**config.mk**
```make
export PLATFORM = sky130hd
export DESIGN_NAME = ball_motion_ctrl
export DESIGN_NICKNAME = d
export VERILOG_FILES = /design/src/rtl/ball_pkg.sv /design/src/rtl/ball_tick_gen.sv /design/src/rtl/ball_motion_ctrl.sv
export SDC_FILE = /design/constraint.sdc
export NUM_CORES = 1
export LEC_CHECK = 0
export BUFFER_PORTS_ARGS = -buffer_cell sky130_fd_sc_hd__buf_2
export CORE_MARGIN = 2
export CORE_UTILIZATION = 40
export DETAILED_ROUTE_END_ITERATION = 12
export GPL_ROUTABILITY_DRIVEN = 0
export PLACE_DENSITY = 0.64
export SYNTH_ARGS = -nofsm -noshare
export SYNTH_HDL_FRONTEND = slang
export SYNTH_HIERARCHICAL = 1
export SYNTH_SLANG_ARGS = --single-unit
```
**constraint.sdc**
```tcl
create_clock -name pclk -period 6.85 [get_ports pclk]
set_input_delay 0.685 -clock pclk [delete_from_list [all_inputs] [get_ports pclk]]
set_output_delay 0.685 -clock pclk [all_outputs]
set_load 0.05 [all_outputs]
```
**src/rtl/ball_pkg.sv**
```systemverilog
// Shared ball definitions: FSM encoding, direction bits, screen geometry.
// Direction bits are chosen so that 1 means "increment the coordinate".
package ball_pkg;

   typedef enum logic [1:0] {
      IDLE  = 2'd0,
      SERVE = 2'd1,
      PLAY  = 2'd2
   } state_t;

   localparam logic DIR_LEFT  = 1'b0;
   localparam logic DIR_RIGHT = 1'b1;
   localparam logic DIR_UP    = 1'b0;
   localparam logic DIR_DOWN  = 1'b1;

   localparam int H_RES  = 1024;
   localparam int V_RES  = 768;
   localparam int BALL_R = 10;

   function automatic logic [11:0] step_pos(input logic [11:0] p, input logic inc);
      return inc ? p + 12'd1 : p - 12'd1;
   endfunction

endpackage

```
**src/rtl/ball_tick_gen.sv**
```systemverilog
// Programmable-period step strobe: one step every `period` cycles while enabled.
// Latency: step is combinational from the counter; a new period applies at the next reload.
// Backpressure: none; free-running, held at reload while disabled.
module ball_tick_gen #(
   parameter logic [31:0] RESET_PERIOD = 32'd800_000
) (
   input  logic        pclk,
   input  logic        reset,
   input  logic        enable,
   input  logic [31:0] period,
   output logic        step
);

   logic [31:0] cnt_q;

   assign step = enable && (cnt_q == 32'd0);

   always_ff @(posedge pclk or negedge reset) begin
      if (!reset) begin
         cnt_q <= RESET_PERIOD;
      end else if (!enable || cnt_q == 32'd0) begin
         cnt_q <= period - 32'd1;
      end else begin
         cnt_q <= cnt_q - 32'd1;
      end
   end

endmodule

```
**src/rtl/ball_motion_ctrl.sv**
```systemverilog
// Ball sequencer: serve delay, per-step X/Y motion, paddle and wall bounces, point detection.
// Latency: step effects appear on x_pos/y_pos/score_* one cycle after the step strobe.
// Backpressure: none; paddle hits are latched until the next step so short pulses are kept.
module ball_motion_ctrl #(
   parameter int H_RES      = ball_pkg::H_RES,
   parameter int V_RES      = ball_pkg::V_RES,
   parameter int BALL_R     = ball_pkg::BALL_R,
   parameter int START_X    = 512,
   parameter int START_Y    = 384,
   parameter int TICK_INIT  = 800_000,
   parameter int TICK_MIN   = 200_000,
   parameter int TICK_STEP  = 50_000,
   parameter int SERVE_WAIT = 120
) (
   input  logic        pclk,
   input  logic        reset,
   input  logic        start,
   input  logic        paddle_hit_l,
   input  logic        paddle_hit_r,
   output logic [11:0] x_pos,
   output logic [11:0] y_pos,
   output logic        moving,
   output logic        score_l,
   output logic        score_r
);
   import ball_pkg::*;

   localparam logic [11:0] X_MIN     = 12'(BALL_R);
   localparam logic [11:0] X_MAX     = 12'(H_RES - 1 - BALL_R);
   localparam logic [11:0] Y_MIN     = 12'(BALL_R);
   localparam logic [11:0] Y_MAX     = 12'(V_RES - 1 - BALL_R);
   localparam logic [11:0] X_START   = 12'(START_X);
   localparam logic [11:0] Y_START   = 12'(START_Y);
   localparam logic [31:0] P_INIT    = 32'(TICK_INIT);
   localparam logic [31:0] P_MIN     = 32'(TICK_MIN);
   localparam logic [31:0] P_STEP    = 32'(TICK_STEP);
   localparam logic [15:0] SERVE_CNT = 16'(SERVE_WAIT);

   state_t      state_q, state_d;
   logic        dir_x_q, dir_x_d, dir_y_q, dir_y_d;
   logic [11:0] x_d, y_d;
   logic [31:0] period_q, period_d;
   logic [15:0] serve_q, serve_d;
   logic        hit_l_q, hit_l_d, hit_r_q, hit_r_d;
   logic        score_l_d, score_r_d;
   logic        step, hit_l, hit_r, miss;

   ball_tick_gen #(
      .RESET_PERIOD (P_INIT)
   ) u_tick (
      .pclk   (pclk),
      .reset  (reset),
      .enable (state_q != IDLE),
      .period (period_q),
      .step   (step)
   );

   // A hit arriving in the step cycle itself still counts.
   assign hit_l  = hit_l_q | paddle_hit_l;
   assign hit_r  = hit_r_q | paddle_hit_r;
   assign moving = (state_q == PLAY);

   always_comb begin
      state_d   = state_q;
      dir_x_d   = dir_x_q;
      dir_y_d   = dir_y_q;
      x_d       = x_pos;
      y_d       = y_pos;
      period_d  = period_q;
      serve_d   = serve_q;
      hit_l_d   = hit_l_q;
      hit_r_d   = hit_r_q;
      score_l_d = 1'b0;
      score_r_d = 1'b0;
      miss      = 1'b0;
      case (state_q)
         IDLE: begin
            x_d = X_START;
            y_d = Y_START;
            if (start) begin
               state_d = SERVE;
               serve_d = SERVE_CNT;
            end
         end
         SERVE: begin
            x_d = X_START;
            y_d = Y_START;
            if (step) begin
               serve_d = serve_q - 16'd1;
               if (serve_q == 16'd1) state_d = PLAY;
            end
         end
         PLAY: begin
            hit_l_d = hit_l;
            hit_r_d = hit_r;
            if (step) begin
               hit_l_d = 1'b0;
               hit_r_d = 1'b0;
               if ((dir_y_q == DIR_DOWN && y_pos == Y_MAX) || (dir_y_q == DIR_UP && y_pos == Y_MIN))
                  dir_y_d = ~dir_y_q;
               y_d = step_pos(y_pos, dir_y_d);
               if ((dir_x_q == DIR_LEFT && hit_l) || (dir_x_q == DIR_RIGHT && hit_r)) begin
                  dir_x_d  = ~dir_x_q;
                  x_d      = step_pos(x_pos, dir_x_d);
                  period_d = (period_q >= P_MIN + P_STEP) ? period_q - P_STEP : P_MIN;
               end else if (dir_x_q == DIR_LEFT && x_pos == X_MIN) begin
                  score_r_d = 1'b1;
                  miss      = 1'b1;
               end else if (dir_x_q == DIR_RIGHT && x_pos == X_MAX) begin
                  score_l_d = 1'b1;
                  miss      = 1'b1;
               end else begin
                  x_d = step_pos(x_pos, dir_x_q);
               end
               // dir_x already points at the conceding side, so it is left alone.
               if (miss) begin
                  state_d  = SERVE;
                  serve_d  = SERVE_CNT;
                  x_d      = X_START;
                  y_d      = Y_START;
                  dir_y_d  = dir_y_q;
                  period_d = P_INIT;
               end
            end
         end
         default: state_d = IDLE;
      endcase
   end

   always_ff @(posedge pclk or negedge reset) begin
      if (!reset) begin
         state_q  <= IDLE;
         dir_x_q  <= DIR_RIGHT;
         dir_y_q  <= DIR_DOWN;
         x_pos    <= X_START;
         y_pos    <= Y_START;
         period_q <= P_INIT;
         serve_q  <= '0;
         hit_l_q  <= 1'b0;
         hit_r_q  <= 1'b0;
         score_l  <= 1'b0;
         score_r  <= 1'b0;
      end else begin
         state_q  <= state_d;
         dir_x_q  <= dir_x_d;
         dir_y_q  <= dir_y_d;
         x_pos    <= x_d;
         y_pos    <= y_d;
         period_q <= period_d;
         serve_q  <= serve_d;
         hit_l_q  <= hit_l_d;
         hit_r_q  <= hit_r_d;
         score_l  <= score_l_d;
         score_r  <= score_r_d;
      end
   end

endmodule

```
---- Word level (Yosys, flattened, before mapping) ----
Index checks and enable logic that the tools add are counted.
operators by class
  add/sub/neg operators ................... 8
  order comparisons ....................... 1
  eq/ne operators ......................... 14
  mux-type cells .......................... 45
  bitwise gates (word level) .............. 5
  reductions and logical operators ........ 25
operator list
  cell                                                                                   number
  32-bit 2-to-1 mux                                                                      4
  12-bit 2-to-1 mux                                                                      10
  16-bit 2-to-1 mux                                                                      4
  32-bit by 1-bit subtractor with 32-bit output, second input constant                   2
  12-bit case mux with 2 select lines                                                    2
  16-bit case mux with 3 select lines                                                    1
  32-bit by 18-bit greater-or-equal comparator with 1-bit output, second input constant  1
  32-bit logical NOT                                                                     1
  32-bit by 16-bit subtractor with 32-bit output, second input constant                  1
  12-bit by 1-bit adder with 12-bit output, second input constant                        2
  12-bit by 10-bit == test with 1-bit output, second input constant                      2
  12-bit by 4-bit == test with 1-bit output, second input constant                       2
  12-bit by 1-bit subtractor with 12-bit output, second input constant                   2
  1-bit 2-to-1 mux                                                                       18
  16-bit by 1-bit == test with 1-bit output, second input constant                       1
  16-bit by 1-bit subtractor with 16-bit output, second input constant                   1
  2-bit 2-to-1 mux                                                                       5
  5-bit AND reduction                                                                    2
  3-bit AND reduction                                                                    3
  4-bit by 3-bit inequality test with 1-bit output, second input constant                2
  1-bit logical AND                                                                      7
  2-bit inequality test, second input constant                                           3
  2-bit case mux with 3 select lines                                                     1
  2-bit nonzero test                                                                     3
  12 further kinds                                                                       18
word-level totals
  bits in registers ....................... 112
  input port bits ......................... 5
  output and inout port bits .............. 27
  logic and storage cells ................. 110

---- Longest topological paths before layout ----
  word-level depth ........................ 10
  gate-level depth with buffers ........... 16
  depth with buffers taken out ............ 12

---- Cells and area by module ----
Netlist, hierarchy kept.
by module, submodules not included
  module            instances  cells an instance  area an instance (µm²)  sequential area each (µm²)
  ball_motion_ctrl  1          579                5007.3                  1915.6
  ball_tick_gen     1          252                2287.2                  808.3

---- Least setup slack after synthesis ----
No wires, ideal clock.
  path kind ............................... reg-to-reg
  start point ............................. reg u_tick.cnt_q[23]
  end point ............................... reg u_tick.cnt_q[30]
  library setup time ...................... 0.126 ns
  data arrival time ....................... 4.248 ns
  data required time ...................... 6.724 ns
  path slack .............................. 2.476 ns
  stages on the path, launching flop included .. 16
  buffers on the path ..................... 3
  period minus slack after synthesis ...... 4.374 ns
  cells stage by stage .................... dfrtp_1 or4_4 nand4bb_4 o41ai_2 clkbuf_1 buf_2 buf_2 mux2i_1 ha_1 nand2_1 or3_1 mux2i_1 o21ai_1 nor2_1 nand2_1 xor2_1
between the ends
  word-level cells in the longest chain between the ends .. 3
  elaborated cells on any way between the ends .. 4
  classes of those cells .................. 1 x add/sub; 1 x mux; 2 x reduce/logical
ends and longest elaborated chain
  item                                                                                                   RTL line             RTL
  from (decl)                                                                                            ball_tick_gen.sv:14  logic [31:0] cnt_q;
  from (signal assigned)                                                                                 ball_tick_gen.sv:22  cnt_q <= period - 32'd1;
  from (signal assigned)                                                                                 ball_tick_gen.sv:24  cnt_q <= cnt_q - 32'd1;
  parallel branches: the longest is 2 deep, another holds 32-bit by 1-bit subtractor with 32-bit output  n/a
  32-bit 2-to-1 mux (*)                                                                                  ball_tick_gen.sv:21  end else if (!enable || cnt_q == 32'd0) begin
Every way passes the cells marked *.
A chain may end at the register's enable or synchronous reset.

---- Final worst setup path ----
  start point ............................. reg u_tick.cnt_q[23]
  end point ............................... reg serve_q[1]
between the ends
  word-level cells in the longest chain between the ends .. 4
  elaborated cells on any way between the ends .. 5
  classes of those cells .................. 2 x eq/ne; 3 x reduce/logical
ends and longest elaborated chain
  item                                                                                                        RTL line                 RTL
  32-bit logical NOT (*)                                                                                      ball_tick_gen.sv:16      assign step = enable && (cnt_q == 32'd0);
  1-bit logical AND (*)                                                                                       ball_tick_gen.sv:16
  via step                                                                                                    ball_motion_ctrl.sv:46   logic step, hit_l, hit_r, miss;
  2-bit inequality test (no line) / 2-bit by 1-bit inequality test with 1-bit output (equally long branches)  n/a
  5-bit AND reduction (no line) (*)                                                                           n/a
  to (signal assigned)                                                                                        ball_motion_ctrl.sv:150  serve_q <= serve_d;
  to (decl)                                                                                                   ball_motion_ctrl.sv:43   logic [15:0] serve_q, serve_d;
The timed path passes the listed nets; every way through them passes the cells marked *.

==> flow_summary.yaml <==
die:
  start_util: 0.407
  boundaryPins: 32
  die-area_mm2: 0.0193
  die_width_um: 139
  rows: 49
  core-area_mm2: 0.0179
  die_h_um: 139
yosys:
  synth_top_area_frac: 0.312
  muxShareOfSynthArea: 0.0432
  synth_warnings: 6
  synthAdderAreaFrac: 0.0353
  ys_ff_latch: 108
  synth-compound-area-share: 0.188
  synth_area_leader_cell: "dfrtp_1"
  synth_top_family_by_area: "simple AND/OR/NAND/NOR gates"
  synth_edf_count: 0
  synth-simple-area-share: 0.243
  synthXorXnorAreaFrac: 0.0828
  ys.flop_type: "dfrtp_1"
  avgSynthCellArea_um2: 8.78
  synth.distinct_cells: 80
  yosysSeqAreaShare: 0.373
  syn-instance-count: 831
  async_flop_share: 1.00
  synth.area.top_cells: "dfrtp_1 (31%), dfstp_2 (6.1%), o21ai_0 (4.3%), xor2_1 (4.2%), a21oi_1 (4.1%)"
  synth_area_mm2: 0.00729
route:
  ant_nets: 0
  route.top_layer_used: "met4"
  wl_met2_um: 8040
  route.met3.wl_um: 773
  met1_length_um: 8460
  wire_per_inst_um: 15.9
  drt_iter0_markers: 418
  dr.pass1.iters: 5
  drc: 0
  vias: 6302
  vias_per_cell: 5.76
  routed_wl_um: 17400
cells_and_area:
  areaGrowthSynthToFinish_pct: 9.55
  drive_above_1_share: 0.110
  final_util: 0.446
  num-fill-cells: 1746
  nets: 885
  antenna_cells: 0
  multi_input_area_mm2: 0.00439
  ff_latch_area_mm2: 0.00272
cts:
  cts_setup_buffers: 0
  postCtsResizedCells: 0
  ctsHoldBuffers: 0
  path_clk_slew_ns: 0.07
  cts_buffers: 9
  clk_latency_ns: 0.35
  cts.htree.levels: 3
  clock_path_buffers: 2
  cts_tree: "done"
  cts.root.buffer_cell: "clkbuf_16"
  cts.sinks: 108
pwr:
  ir_drop_v: 0.000171
  leakagePower_nw: 3.07
  powerDensity_mw_per_mm2: 161
  total_power_mw: 1.28
worst_setup_path:
  max_stage_delay_ns: 0.59
  worst_setup_path_end_kind: "flop"
  crit_chain: "or4_4 -> nand4bb_4 -> or2_2 -> nor4_1 -> buf_4 -> and2_1 -> nand2_1 -> o21ai_2 -> nand2b_1 -> mux2_2"
  critPathKind: "reg2reg"
  crit_fanout: 20
  critPathRequiredTime_ns: 7.09
  start_kind: "flop"
  crit_slowest_cell: "and2_1"
  reg2reg_slack_ns: 2.62
  worstRegToRegCells: 10
  worstPathArrival_ns: 4.47
sta:
  tns_ns: 0
  rsz0062_at_grt: "no"
  setup_slack_ns: 2.62
  fin_skew_ns: 0.0127
  setup-violations-final: 0
  slew-limit-headroom: 0.381
  period_minus_slack_ns: 4.23
  period_share: 0.618
  tightest_slew_ns: 0.929
  final_hold_viol_count: 0
  fmax_mhz: 236
  slew_violations: 0
global_routing:
  track_usage: 0.181
  grt_pass1_wl_um: 29300
  grt_overflow_total: 0
  antenna_found_initial: 0
  grt_max_degree: 56
  grt_pass1_vias: 5818
place:
  hpwl_um: 12000
  place_ws_ns: 2.64
  portBuffers: 31
outcome:
  status: "complete, no violations"
flow_run:
  drv_cap: 0
min_path:
  hp-class: "in2async"
[power by group]
group | switching [mW] | internal, mW
Combinational | 0.0510 | 0.0362
Sequential | 0.0279 | 0.663
Clock | 0.239 | 0.267
Total | 0.318 | 0.967
[cell type report]
type | instances | share of cell area
multi-input combinational | 679 | 0.550
clock inverter | 3 | 0.00266
inverter | 22 | 0.0103
sequential | 108 | 0.341
clock buffer | 13 | 0.0326
timing repair buffer | 40 | 0.0282
tap | 229 | 0.0359
[cells in the final DEF (no fill, tap or decap), types with 10 or more instances in the layout]
master    n
xnor2_1  34
dfrtp_1  91
xor2_1   35
nand2_1  67
conb_1   15
a31oi_1  11
inv_1    22
nor4_1   24
ha_1     19
buf_2    30
nor2_1   74
or4_1    18
nor3_1   47
or3_1    20
dfstp_2  17
o21ai_0  63
mux2i_1  27
a21oi_1  60
nand3_1  21
o31ai_1  11
buf_4    10
[stage by stage]
step                      hold slack (ns)  instances  cell area (um^2)
after floorplan                     0.389        845              7350
after global placement              0.478       1078              7710
after detailed placement            0.481       1078              7710
after CTS                           0.418       1094              7990
after global routing                0.450       1094              7990
final                               0.391       1094              7990
[routing by layer]
metal  vias to the layer above  track usage
met3                        10       0.0369
li1                       3109            -
met5                         -            0
met1                      3036        0.259
met4                         0       0.0372
met2                       147        0.286
[flip-flops by register name (all words and copies together) (netlist names)]
name          count
u_tick/cnt_q     32
hit_l_q           1
hit_r_q           1
state_q           2
score_l           1
x_pos            12
dir_x_q           1
y_pos            12
period_q         28
dir_y_q           1
serve_q          16
score_r           1
[worst max-delay path: cells and delay by family (launching register included)]
family	cells	cell delay, ns
and+or+nand+nor	7	2.68
AOI/OAI and AO/OA	1	0.42
DFF	1	0.41
muxes	1	0.37
buffers and inverters	1	0.23
[cells in the mapped netlist, drive strengths merged, types with 4 or more instances]
master and count:
clkbuf 21, dfrtp 91, ha 19, o21ai 66, nor3b 5, xor2 35
nand3 21, nand2 67, or3 21, and3 5, nor3 47, nor2b 8
or4 22, xnor2 34, nand4 6, o21bai 4, buf 15, inv 22
and2 5, nor4 25, a31oi 11, o22ai 5, nor2 75, o31ai 11
o211ai 5, o22a 4, nand2b 8, a21oi 60, nand3b 6, a21o 8
a211oi 4, a22o 4, mux2i 28, dfstp 17
[cells by family (layout without fill, tap and decap cells)]
| logic type | after synthesis | in the layout |
|---|---|---|
| compound gates | 213 | 213 |
| flops | 108 | 108 |
| fa+ha+maj | 20 | 20 |
| mux | 30 | 30 |
| simple gates | 332 | 332 |
| buf+inv | 58 | 78 |
| xor+xnor | 69 | 69 |
| other cells | 1 | 15 |
[worst paths after layout]
kind | endpoint | startpoint
hold / removal | u_tick/cnt_q[14]$_DFF_PN0_ | reset
setup reg to reg | serve_q[1]$_DFFE_PN0P_ | u_tick/cnt_q[23]$_DFF_PN0_
setup / recovery | serve_q[1]$_DFFE_PN0P_ | u_tick/cnt_q[23]$_DFF_PN0_
hold reg to reg | dir_y_q$_DFFE_PN1P_ | dir_y_q$_DFFE_PN1P_
min in group pclk | dir_y_q$_DFFE_PN1P_ | dir_y_q$_DFFE_PN1P_
max in group asynchronous | serve_q[3]$_DFFE_PN0P_ | reset
Power figures use the tool's default switching activity.
